==> src/rtl/tx_side_sequencer.sv <==
// ---------------------------------------------------------------------------
// tx_side_sequencer
//   Tracks a ring of data sides between a writer (fills sides) and a
//   transmitter (drains sides). The ring length is a runtime limit loaded on
//   clear, clamped to 1..NUM_SIDES.
//
// Ports
//   clk           system clock, all state on rising edge
//   rst           synchronous active-high reset (limit -> NUM_SIDES)
//   clear         synchronous soft clear, reloads limit from active_sides
//   active_sides  requested ring length, sampled only on clear
//   push          writer filled the side at tail_side
//   pop           transmitter consumed the side at head_side
//   head_side     next side to transmit
//   tail_side     next side to fill
//   occupancy     filled, untransmitted sides
//   full / empty  occupancy == limit / occupancy == 0 (registered)
//   head_wrap     one-cycle pulse after head wraps to 0
//   overflow      sticky: a push was rejected
//   underflow     sticky: a pop was rejected
// ---------------------------------------------------------------------------
module tx_side_sequencer #(
   parameter int NUM_SIDES = 4,
   parameter int IDX_W     = $clog2(NUM_SIDES),
   parameter int CNT_W     = IDX_W + 1
) (
   input  logic             clk,
   input  logic             rst,
   input  logic             clear,
   input  logic [CNT_W-1:0] active_sides,
   input  logic             push,
   input  logic             pop,
   output logic [IDX_W-1:0] head_side,
   output logic [IDX_W-1:0] tail_side,
   output logic [CNT_W-1:0] occupancy,
   output logic             full,
   output logic             empty,
   output logic             head_wrap,
   output logic             overflow,
   output logic             underflow
);

   localparam logic [CNT_W-1:0] MAX_LIM = CNT_W'(NUM_SIDES);

   logic [CNT_W-1:0] limit;
   logic [CNT_W-1:0] occ_nxt;
   logic             push_ok;
   logic             pop_ok;
   logic             head_at_end;

   // Acceptance uses the registered flags so nothing combinational reaches
   // the outputs from push/pop.
   assign push_ok     = push & ~full;
   assign pop_ok      = pop & ~empty;
   assign head_at_end = (CNT_W'(head_side) == limit - CNT_W'(1));

   always_comb begin
      occ_nxt = occupancy;
      if (push_ok && !pop_ok)
         occ_nxt = occupancy + CNT_W'(1);
      else if (!push_ok && pop_ok)
         occ_nxt = occupancy - CNT_W'(1);
   end

   // Advance a pointer modulo the runtime limit; with limit 1 it stays at 0.
   function automatic logic [IDX_W-1:0] bump(input logic [IDX_W-1:0] p,
                                             input logic [CNT_W-1:0] lim);
      if (CNT_W'(p) == lim - CNT_W'(1))
         return '0;
      else
         return p + IDX_W'(1);
   endfunction

   always_ff @(posedge clk) begin
      if (rst) begin
         limit     <= MAX_LIM;
         head_side <= '0;
         tail_side <= '0;
         occupancy <= '0;
         full      <= 1'b0;
         empty     <= 1'b1;
         head_wrap <= 1'b0;
         overflow  <= 1'b0;
         underflow <= 1'b0;
      end else if (clear) begin
         // Out-of-range requests (0 or above NUM_SIDES) fall back to the max.
         limit     <= (active_sides != '0 && active_sides <= MAX_LIM) ?
                      active_sides : MAX_LIM;
         head_side <= '0;
         tail_side <= '0;
         occupancy <= '0;
         full      <= 1'b0;
         empty     <= 1'b1;
         head_wrap <= 1'b0;
         overflow  <= 1'b0;
         underflow <= 1'b0;
      end else begin
         if (push_ok) tail_side <= bump(tail_side, limit);
         if (pop_ok)  head_side <= bump(head_side, limit);
         occupancy <= occ_nxt;
         full      <= (occ_nxt == limit);
         empty     <= (occ_nxt == '0);
         head_wrap <= pop_ok & head_at_end;
         if (push && full)  overflow  <= 1'b1;
         if (pop  && empty) underflow <= 1'b1;
      end
   end

endmodule

==> config.mk <==
export PLATFORM = sky130hd
export DESIGN_NAME = tx_side_sequencer
export DESIGN_NICKNAME = d
export VERILOG_FILES = /design/src/rtl/tx_side_sequencer.sv
export SDC_FILE = /design/constraint.sdc
export NUM_CORES = 1
export LEC_CHECK = 0
export CAP_MARGIN = 10
export CORE_UTILIZATION = 35
export CTS_BUF_LIST = sky130_fd_sc_hd__clkbuf_2 sky130_fd_sc_hd__clkbuf_4 sky130_fd_sc_hd__clkbuf_8
export CTS_CLUSTER_DIAMETER = 200
export CTS_CLUSTER_SIZE = 24
export DETAILED_ROUTE_END_ITERATION = 10
export PLACE_DENSITY = 0.63
export SLEW_MARGIN = 20
export SYNTH_ARGS = -nofsm -noshare
export SYNTH_HDL_FRONTEND = slang
export SYNTH_SLANG_ARGS = --single-unit
export TNS_END_PERCENT = 20
==> constraint.sdc <==
create_clock -name clk -period 3.2 [get_ports clk]
set_input_delay 0.64 -clock clk [delete_from_list [all_inputs] [get_ports clk]]
set_output_delay 0.64 -clock clk [all_outputs]
set_load 0.01 [all_outputs]
Word level (Yosys, flattened, before mapping)
Cells that the tools add are included.
W data, S select, Z words.
{ "totals": {"output_inout_bits": 12, "inputBits": 8, "mem_count": 0, "regBits": 15, "latchBits": 0, "ram_bits": 0, "elab_cells": 38, "romBits": 0} }
{ "classes": {"n_bitwise": 5, "n_mux": 5, "n_addsub": 5, "n_shift": 0, "n_eq_ne": 3, "n_reduce_logical": 10, "order_cmp": 1, "div": 0, "mul": 0} }
{ "ops": {"columns": ["cell", "count"], "rows": [
  ["$mux W3", 3],
  ["$eq A2 B3 Y1", 2],
  ["$sub A3 B1 Y3 const B", 2],
  ["$logic_and A1 B1 Y1", 5],
  ["$add A2 B1 Y2 const B", 2],
  ["$mux W2", 2],
  ["$add A3 B1 Y3 const B", 1],
  ["$and A1 B1 Y1", 3],
  ["$eq A3 B3 Y1", 1],
  ["$le A3 B3 Y1 const B", 1],
  ["$logic_not A3 Y1", 1],
  ["$reduce_bool A3 Y1", 1],
  ["$logic_not A1 Y1", 2],
  ["$not A1 Y1", 2],
  ["$reduce_or A2 Y1", 1]
]} }

Longest topological paths before layout
Gate-level depths: netlist of the first run.
{ "depth": {"depth_word": 7, "ltp_mapped": 7, "mapped_depth_nobuf": 7} }

Least setup slack after synthesis of the first run
Ideal clock, no wire load.
{ "synth_path": {"path_kind": "register to register", "from": "register limit[0]", "to": "register tail_side[1]", "setup_time_ps": 74, "setup_slack_ps": 1549, "path_stages_with_launch": 7, "synth_period_minus_slack_ps": 1651, "n_path_buf": 0, "required_ps": 3126, "t_arrival_ps": 1577, "cell_sequence": "dfxtp_1 > inv_1 > ha_1 > xnor2_1 > nor3_1 > or4b_1 > a31oi_1"} }
{ "synth_via": {"elab_chain_cells": 3} }
{ "synth_rtl": {"columns": ["element", "line_no", "source"], "rows": [
  ["from (decl)", "45", "logic [CNT_W-1:0] limit;"],
  ["from (signal assigned)", "87", "limit <= (active_sides != '0 && active_sides <= MAX_LIM) ?"],
  ["$sub A3 B1 Y3", "68", "if (CNT_W'(p) == lim - CNT_W'(1))"],
  ["$eq A2 B3 Y1", "68", null],
  ["$mux W2", "68", null],
  ["to (signal assigned)", "98", "if (push_ok) tail_side <= bump(tail_side, limit);"],
  ["to (decl)", "34", "output logic [IDX_W-1:0] tail_side,"]
]} }
No other way between the ends.
A chain may end at the register's enable or synchronous reset.

Worst setup path in the final report of the first run
{ "layout_path": {"from": "input pop", "to": "register full"} }
{ "layout_via": {"elab_chain_cells": 5, "elab_cells_between_ends": 7, "cone_classes": "eq/ne (1); mux (2); bitwise (1); reduce/logical (3)"} }
{ "layout_rtl": {"columns": ["element", "line_no", "source"], "rows": [
  ["from (decl)", "32", "input logic pop,"],
  ["$and A1 B1 Y1 *", "54", "assign pop_ok = pop & ~empty;"],
  ["$logic_and A1 B1 Y1 or $logic_not A1 Y1 (tied branches)", "61, 59", null],
  ["$mux W3 or $logic_and A1 B1 Y1 (tied branches)", "61, 59", null],
  ["$mux W3 *", "59", "if (push_ok && !pop_ok)"],
  ["$eq A3 B3 Y1 *", "101", "full <= (occ_nxt == limit);"],
  ["to (signal assigned)", "101", null],
  ["to (decl)", "36", "output logic full,"]
]} }
Every way passes the cells marked *; elsewhere a longest branch is shown, timed or not.

==> results of run 1 <==
[synth_stat cells (2+ instances only)]
library cell / n / area share (%)
nor2b_1: 4 / 2.8
nor3_1: 5 / 2.8
o22ai_1: 2 / 1.4
or2_2: 2 / 1.4
dfxtp_1: 15 / 33
and3_1: 3 / 2.1
a31oi_1: 3 / 2.1
nor2_1: 8 / 3.3
a21oi_1: 10 / 5.5
xnor2_1: 6 / 5.8
nand3b_1: 2 / 1.7
nand2_1: 11 / 4.6
o21ai_0: 7 / 3.9
inv_1: 5 / 2.1
buf_2: 2 / 1.1
and2_1: 2 / 1.4
nand2b_1: 2 / 1.4
ha_1: 4 / 5.5
[cell families (layout without fill, tap and decap cells)]
group / count (synthesis) / count (layout) / share of synthesized area [%]
compound gates: 28 / 28 / 18.48
xor+xnor: 9 / 9 / 10.35
fa+ha+maj: 4 / 4 / 5.517
buf+inv: 9 / 28 / 4.137
flops: 15 / 15 / 33.10
mux: 1 / 1 / 1.103
simple gates: 45 / 45 / 27.31
[state kept, by name (all words and copies together), names as in the netlist]
name       flops
full           1
underflow      1
tail_side      2
limit          3
empty          1
occupancy      3
head_side      2
overflow       1
head_wrap      1
[routing by layer]
metal	wire [µm]	share of wire (%)	track usage, %
met3	72	3.5	6.034
met2	965	47	29.11
met4	36	1.8	7.895
met1	964	47	19.90
met5	0	0	0
[worst min-delay path by stage]
stage	slack, ns	endpoint	depth (start not counted)	from
floorplan	0.50	overflow	2	overflow
global placement	0.45	underflow	2	underflow
detailed placement	0.47	underflow	2	underflow
CTS	0.49	underflow	2	underflow
global route	0.52	underflow	2	underflow
finish	0.49	underflow	2	underflow
[per-stage QoR]
step	area, µm²	total power [mW]	utilization (%)	setup WS, ns	cells
global route	1146	0.4420	46.69	0.8956	160
global placement	1116	0.3001	45.46	0.7208	156
finish	1146	0.4164	46.69	0.9795	160
floorplan	907.1	0.2683	-	1.549	111
CTS	1146	0.4216	46.69	0.9960	160
detailed placement	1116	0.3009	45.46	0.7118	156
[critical path, cell delays in order]
cell and delay, ns:
clkdlybuf4s50_1 0.49, nor2b_1 0.51, nor2_1 0.17, o32a_1 0.32, nor3_1 0.19, nor4b_2 0.08
[cells in the final DEF, fill, tap and decap left out, types with 3 or more instances in the layout]
master	instances
dfxtp_1	15
a21oi_1	10
ha_1	4
nor3_1	5
clkbuf_4	4
clkdlybuf4s50_1	19
and3_1	3
inv_1	5
nor2_1	8
nor2b_1	4
a31oi_1	3
o21ai_0	7
xnor2_1	6
nand2_1	11
[layout make-up]
class / count / area share [%]
tap: 30 / 3.275
clock buffer: 4 / 2.620
timing repair buffer: 19 / 16.59
multi-input combinational: 87 / 49.67
inverter: 5 / 1.638
sequential: 15 / 26.20
[power by group]
part / internal [mW] / switching, mW
registers: 0.193 / 0.00828
clock network: 0.0570 / 0.0631
logic: 0.0472 / 0.0475
total: 0.297 / 0.119
==> flow_summary_export.csv, run 1 <==
group,metric,value,unit
floorplanning,fp.coreArea,2455,µm²
timing,slew_violations,0,
global_route,grt_max_degree,13,
synthesis,yosys_warnings,0,
placement,port_buffers,19,
final_layout,drive_gt1_share,8.462,%
clock_network,clk_latency,0.29,ns
timing,rsz0062_at_grt,"false",
placement,hpwl,1565,µm
worst_setup_path,r2r-end,"tail_side[1]",
floorplanning,start_util,36.95,%
worst_setup_path,crit_path_start,"pop",
routing,wirelength,2039,µm
timing,fin_crit_sh,69.39,%
timing,holdWs,0.4943,ns
clock_network,htreeDepth,1,
routing,ant_nets,0,
routing,drt-wirelength-per-cell,12.74,µm
clock_network,cts_sinks,15,
global_route,grt-ovfl-total,0,
timing,finalSetupTns,0,ns
worst_setup_path,critPathArrivalTime,2.40,ns
timing,slew_headroom,59.87,%
timing,worst_pin_slew,0.6007,ns
worst_hold_path,min_path_type,"flip-flop to flip-flop",
global_route,antenna_found_initial,0,
floorplanning,io_pins,20,
worst_setup_path,critical_path_class,"primary input to flip-flop",
synthesis,syn_area_per_cell,8.172,µm²
timing,fin_skew,0.001151,ns
worst_setup_path,worstRegToRegCells,6,
clock_network,cts_resized,0,
clock_network,cts_made_buffers,3,
synthesis,syn_nets,123,
timing,setup_viol_count_final,0,
synthesis,synth_cell_types,36,
clock_network,hold_buffers,0,
floorplanning,die_h,52.91,µm
final_layout,seq_area,300.3,µm²
run,cap_violations,0,
final_layout,num-fill-cells,250,
pwr,p_per_area,363.3,nW/µm²
synthesis,syn-cell-area,907.1,µm²
final_layout,nets,143,
synthesis,synth_seq_cells,15,
synthesis,seq_area_frac_synth,33.10,%
timing,period_needed,2.221,ns
synthesis,synthArstFlopShare,0,%
global_route,grt_pass1_vias,767,
floorplanning,rows,18,
worst_setup_path,r2r-start,"limit[0]",
routing,vias,825,
synthesis,postSynthCellCount,111,
floorplanning,fp.dieArea,2799,µm²
clock_network,cts_setup_buffers,0,
synthesis,synth_edf_count,0,
worst_setup_path,critPathLaunchType,"primary input",
floorplanning,die_x,52.91,µm
routing,first_pass_iters,4,
final_layout,area_delta_synth_final,26.34,%
pwr,leakagePower,0.4165,nW
timing,fmax,0.4503,GHz
pwr,ir_drop,216.2,µV
placement,routabilityCongestion,0.8958,
clock_network,clock_path_buffers,2,
worst_setup_path,crit_required,3.38,ns
final_layout,multi_input_area,569.3,µm²
worst_setup_path,cp_max_fo,8,
final_layout,diodes,0,
worst_setup_path,critPathCaptureType,"flip-flop",
status,status,"finished clean",
worst_setup_path,endpoint,"full",
routing,drtIter0Drc,11,
global_route,grt_pass1_wl,3456,µm
timing,report.final.hold_viol_count,0,
routing,drc_errors,0,
worst_setup_path,r2r_setup_slack,1.36,ns
clock_network,clk_pin_slew_worst_paths,0.09,ns
clock_network,cts-root-buf,"clkbuf_4",
synthesis,ys.flop_type,"dfxtp_1",
routing,via_per_inst,5.156,
global_route,grt_usage,17.49,%
clock_network,cts_tree,"yes",
Power figures use the tool's default switching activity.
==> inputs of run 2 (changes only) <==
--- a/config.mk
+++ b/config.mk
@@ -11,7 +11,7 @@
 export CTS_CLUSTER_DIAMETER = 200
 export CTS_CLUSTER_SIZE = 24
 export DETAILED_ROUTE_END_ITERATION = 10
-export PLACE_DENSITY = 0.63
+export PLACE_DENSITY = 0.65
 export SLEW_MARGIN = 20
 export SYNTH_ARGS = -nofsm -noshare
 export SYNTH_HDL_FRONTEND = slang
==> constraint.sdc (replaced) <==
create_clock -name clk -period 2 [get_ports clk]
set_input_delay 0.4 -clock clk [delete_from_list [all_inputs] [get_ports clk]]
set_output_delay 0.4 -clock clk [all_outputs]
set_load 0.01 [all_outputs]
==> run 2 against run 1 <==
  * Power grew 59%
  * Clock skew grew 0.0034 ns
  * Combinational power grew 71%
==> flow_summary_export.csv, run 2 (synthesis gave the netlist of run 1 again) <==
group,metric,value,unit
status,status,"finished clean",
timing,slew_violations,0,
clock_network,cts-root-buf,"clkbuf_4",
floorplanning,die_x,52.91,µm
floorplanning,die_h,52.91,µm
clock_network,cts_sinks,15,
floorplanning,rows,18,
timing,worst_pin_slew,0.3520,ns
final_layout,final_cell_mix,"19 x clkdlybuf4s50_1, 15 x dfxtp_1, 11 x nand2_1",
final_layout,final_common_cell,"clkdlybuf4s50_1",
timing,fin_skew,0.004515,ns
final_layout,nets,148,
global_route,grt-ovfl-total,0,
run,cap_violations,0,
clock_network,hold_buffers,0,
final_layout,reg.largest.list,"limit (3), occupancy (3)",
final_layout,fin_util,48.11,%
floorplanning,fp.dieArea,2799,µm²
worst_setup_path,worst_path_largest_cell_delay,0.46,ns
worst_setup_path,r2r-start,"occupancy[0]",
final_layout,diodes,0,
timing,fin_crit_sh,88.96,%
worst_setup_path,crit_path_start,"occupancy[0]",
worst_setup_path,critPathLaunchType,"flip-flop",
worst_setup_path,critical_path_class,"flip-flop to flip-flop",
global_route,grt_usage,17.14,%
routing,wirelength,2119,µm
clock_network,cts_setup_buffers,0,
timing,setup_viol_count_final,0,
routing,vias,876,
routing,ant_nets,0,
placement,port_buffers,19,
clock_network,clock_path_buffers,2,
final_layout,drive_gt1_share,11.85,%
worst_setup_path,critPathCaptureType,"flip-flop",
clock_network,htreeDepth,1,
worst_setup_path,crit_required,2.20,ns
timing,fmax,0.5620,GHz
pwr,ir_drop,258.2,µV
clock_network,cts_tree,"yes",
global_route,grt_pass1_vias,835,
routing,drc_errors,0,
floorplanning,fp.coreArea,2455,µm²
clock_network,cts_resized,0,
global_route,grt_pass1_wl,3532,µm
global_route,antenna_found_initial,0,
routing,via_per_inst,5.309,
timing,rsz0062_at_grt,"false",
worst_hold_path,hp-start,"overflow",
worst_setup_path,cpMaxStageDelayCell,"dfxtp_1",
worst_setup_path,cp_max_fo,6,
clock_network,clk_pin_slew_worst_paths,0.09,ns
routing,drtIter0Drc,21,
timing,report.final.hold_viol_count,0,
clock_network,cts_made_buffers,3,
floorplanning,start_util,36.95,%
worst_setup_path,crit_chain,"inv_1 -> ha_1 -> xnor2_1 -> a31oi_1 -> o221a_1 -> nor4b_2",
worst_hold_path,min_path_type,"flip-flop to flip-flop",
pwr,p_per_area,560.4,nW/µm²
clock_network,clk_latency,0.29,ns
timing,period_needed,1.779,ns
global_route,grt_max_degree,11,
final_layout,area_delta_synth_final,30.21,%
worst_setup_path,critPathTopFamily,"flip-flops",
worst_setup_path,critPathArrivalTime,1.98,ns
routing,first_pass_iters,4,
routing,drt-wirelength-per-cell,12.84,µm
pwr,leakagePower,0.4413,nW
placement,hpwl,1609,µm
worst_setup_path,worst-path-buf-inv,1,
floorplanning,io_pins,20,
timing,slew_headroom,76.53,%
timing,holdWs,0.4784,ns
placement,routabilityCongestion,0.8049,
timing,finalSetupTns,0,ns
==> run 2: worst reg2reg max path: stages, from the launching register on <==
cell and delay, ns:
dfxtp_1 0.46, inv_1 0.12, ha_1 0.28, xnor2_1 0.19
a31oi_1 0.11, o221a_1 0.27, nor4b_2 0.26
==> run 2: final cells by class <==
type	count	area, µm²
Tap cell	30	37.54
Clock inverter	1	5.005
Inverter	5	18.77
Timing Repair Buffer	24	227.7
Clock buffer	3	22.52
Fill cell	244	1274
Sequential cell	15	300.3
Multi-Input combinational cell	87	569.3
==> run 2: through the flow <==
stage          instance area, µm²  total power, mW  setup WS [ns]  cells
2_1_floorplan               907.1           0.4292         0.3490    111
3_3_place_gp                 1154           0.4839        0.05642    161
3_5_place_dp                 1154           0.4889      -0.004741    161
6_report                     1181           0.6619         0.2207    165
4_1_cts                      1181           0.6690         0.2289    165
5_1_grt                      1181           0.7066         0.1168    165
==> run 2: where the power goes <==
group | switching, mW | internal, mW
clock network | 0.104 | 0.0744
logic | 0.0800 | 0.0822
registers | 0.0120 | 0.309
==> run 2: layer usage <==
metal	up-vias	share of wire [%]	GRT usage, %
met1	405	44	21.32
met3	6	4.8	1.724
met5	-	0	0
met2	28	48	28.90
met4	0	2.8	8.772
li1	437	-	-
==> run 2: final timing paths <==
kind | to | slack [ns] | cells after the start
max | full | 0.22 | 6
min | overflow | 0.48 | 2
max reg2reg | full | 0.22 | 6
min reg2reg | overflow | 0.48 | 2
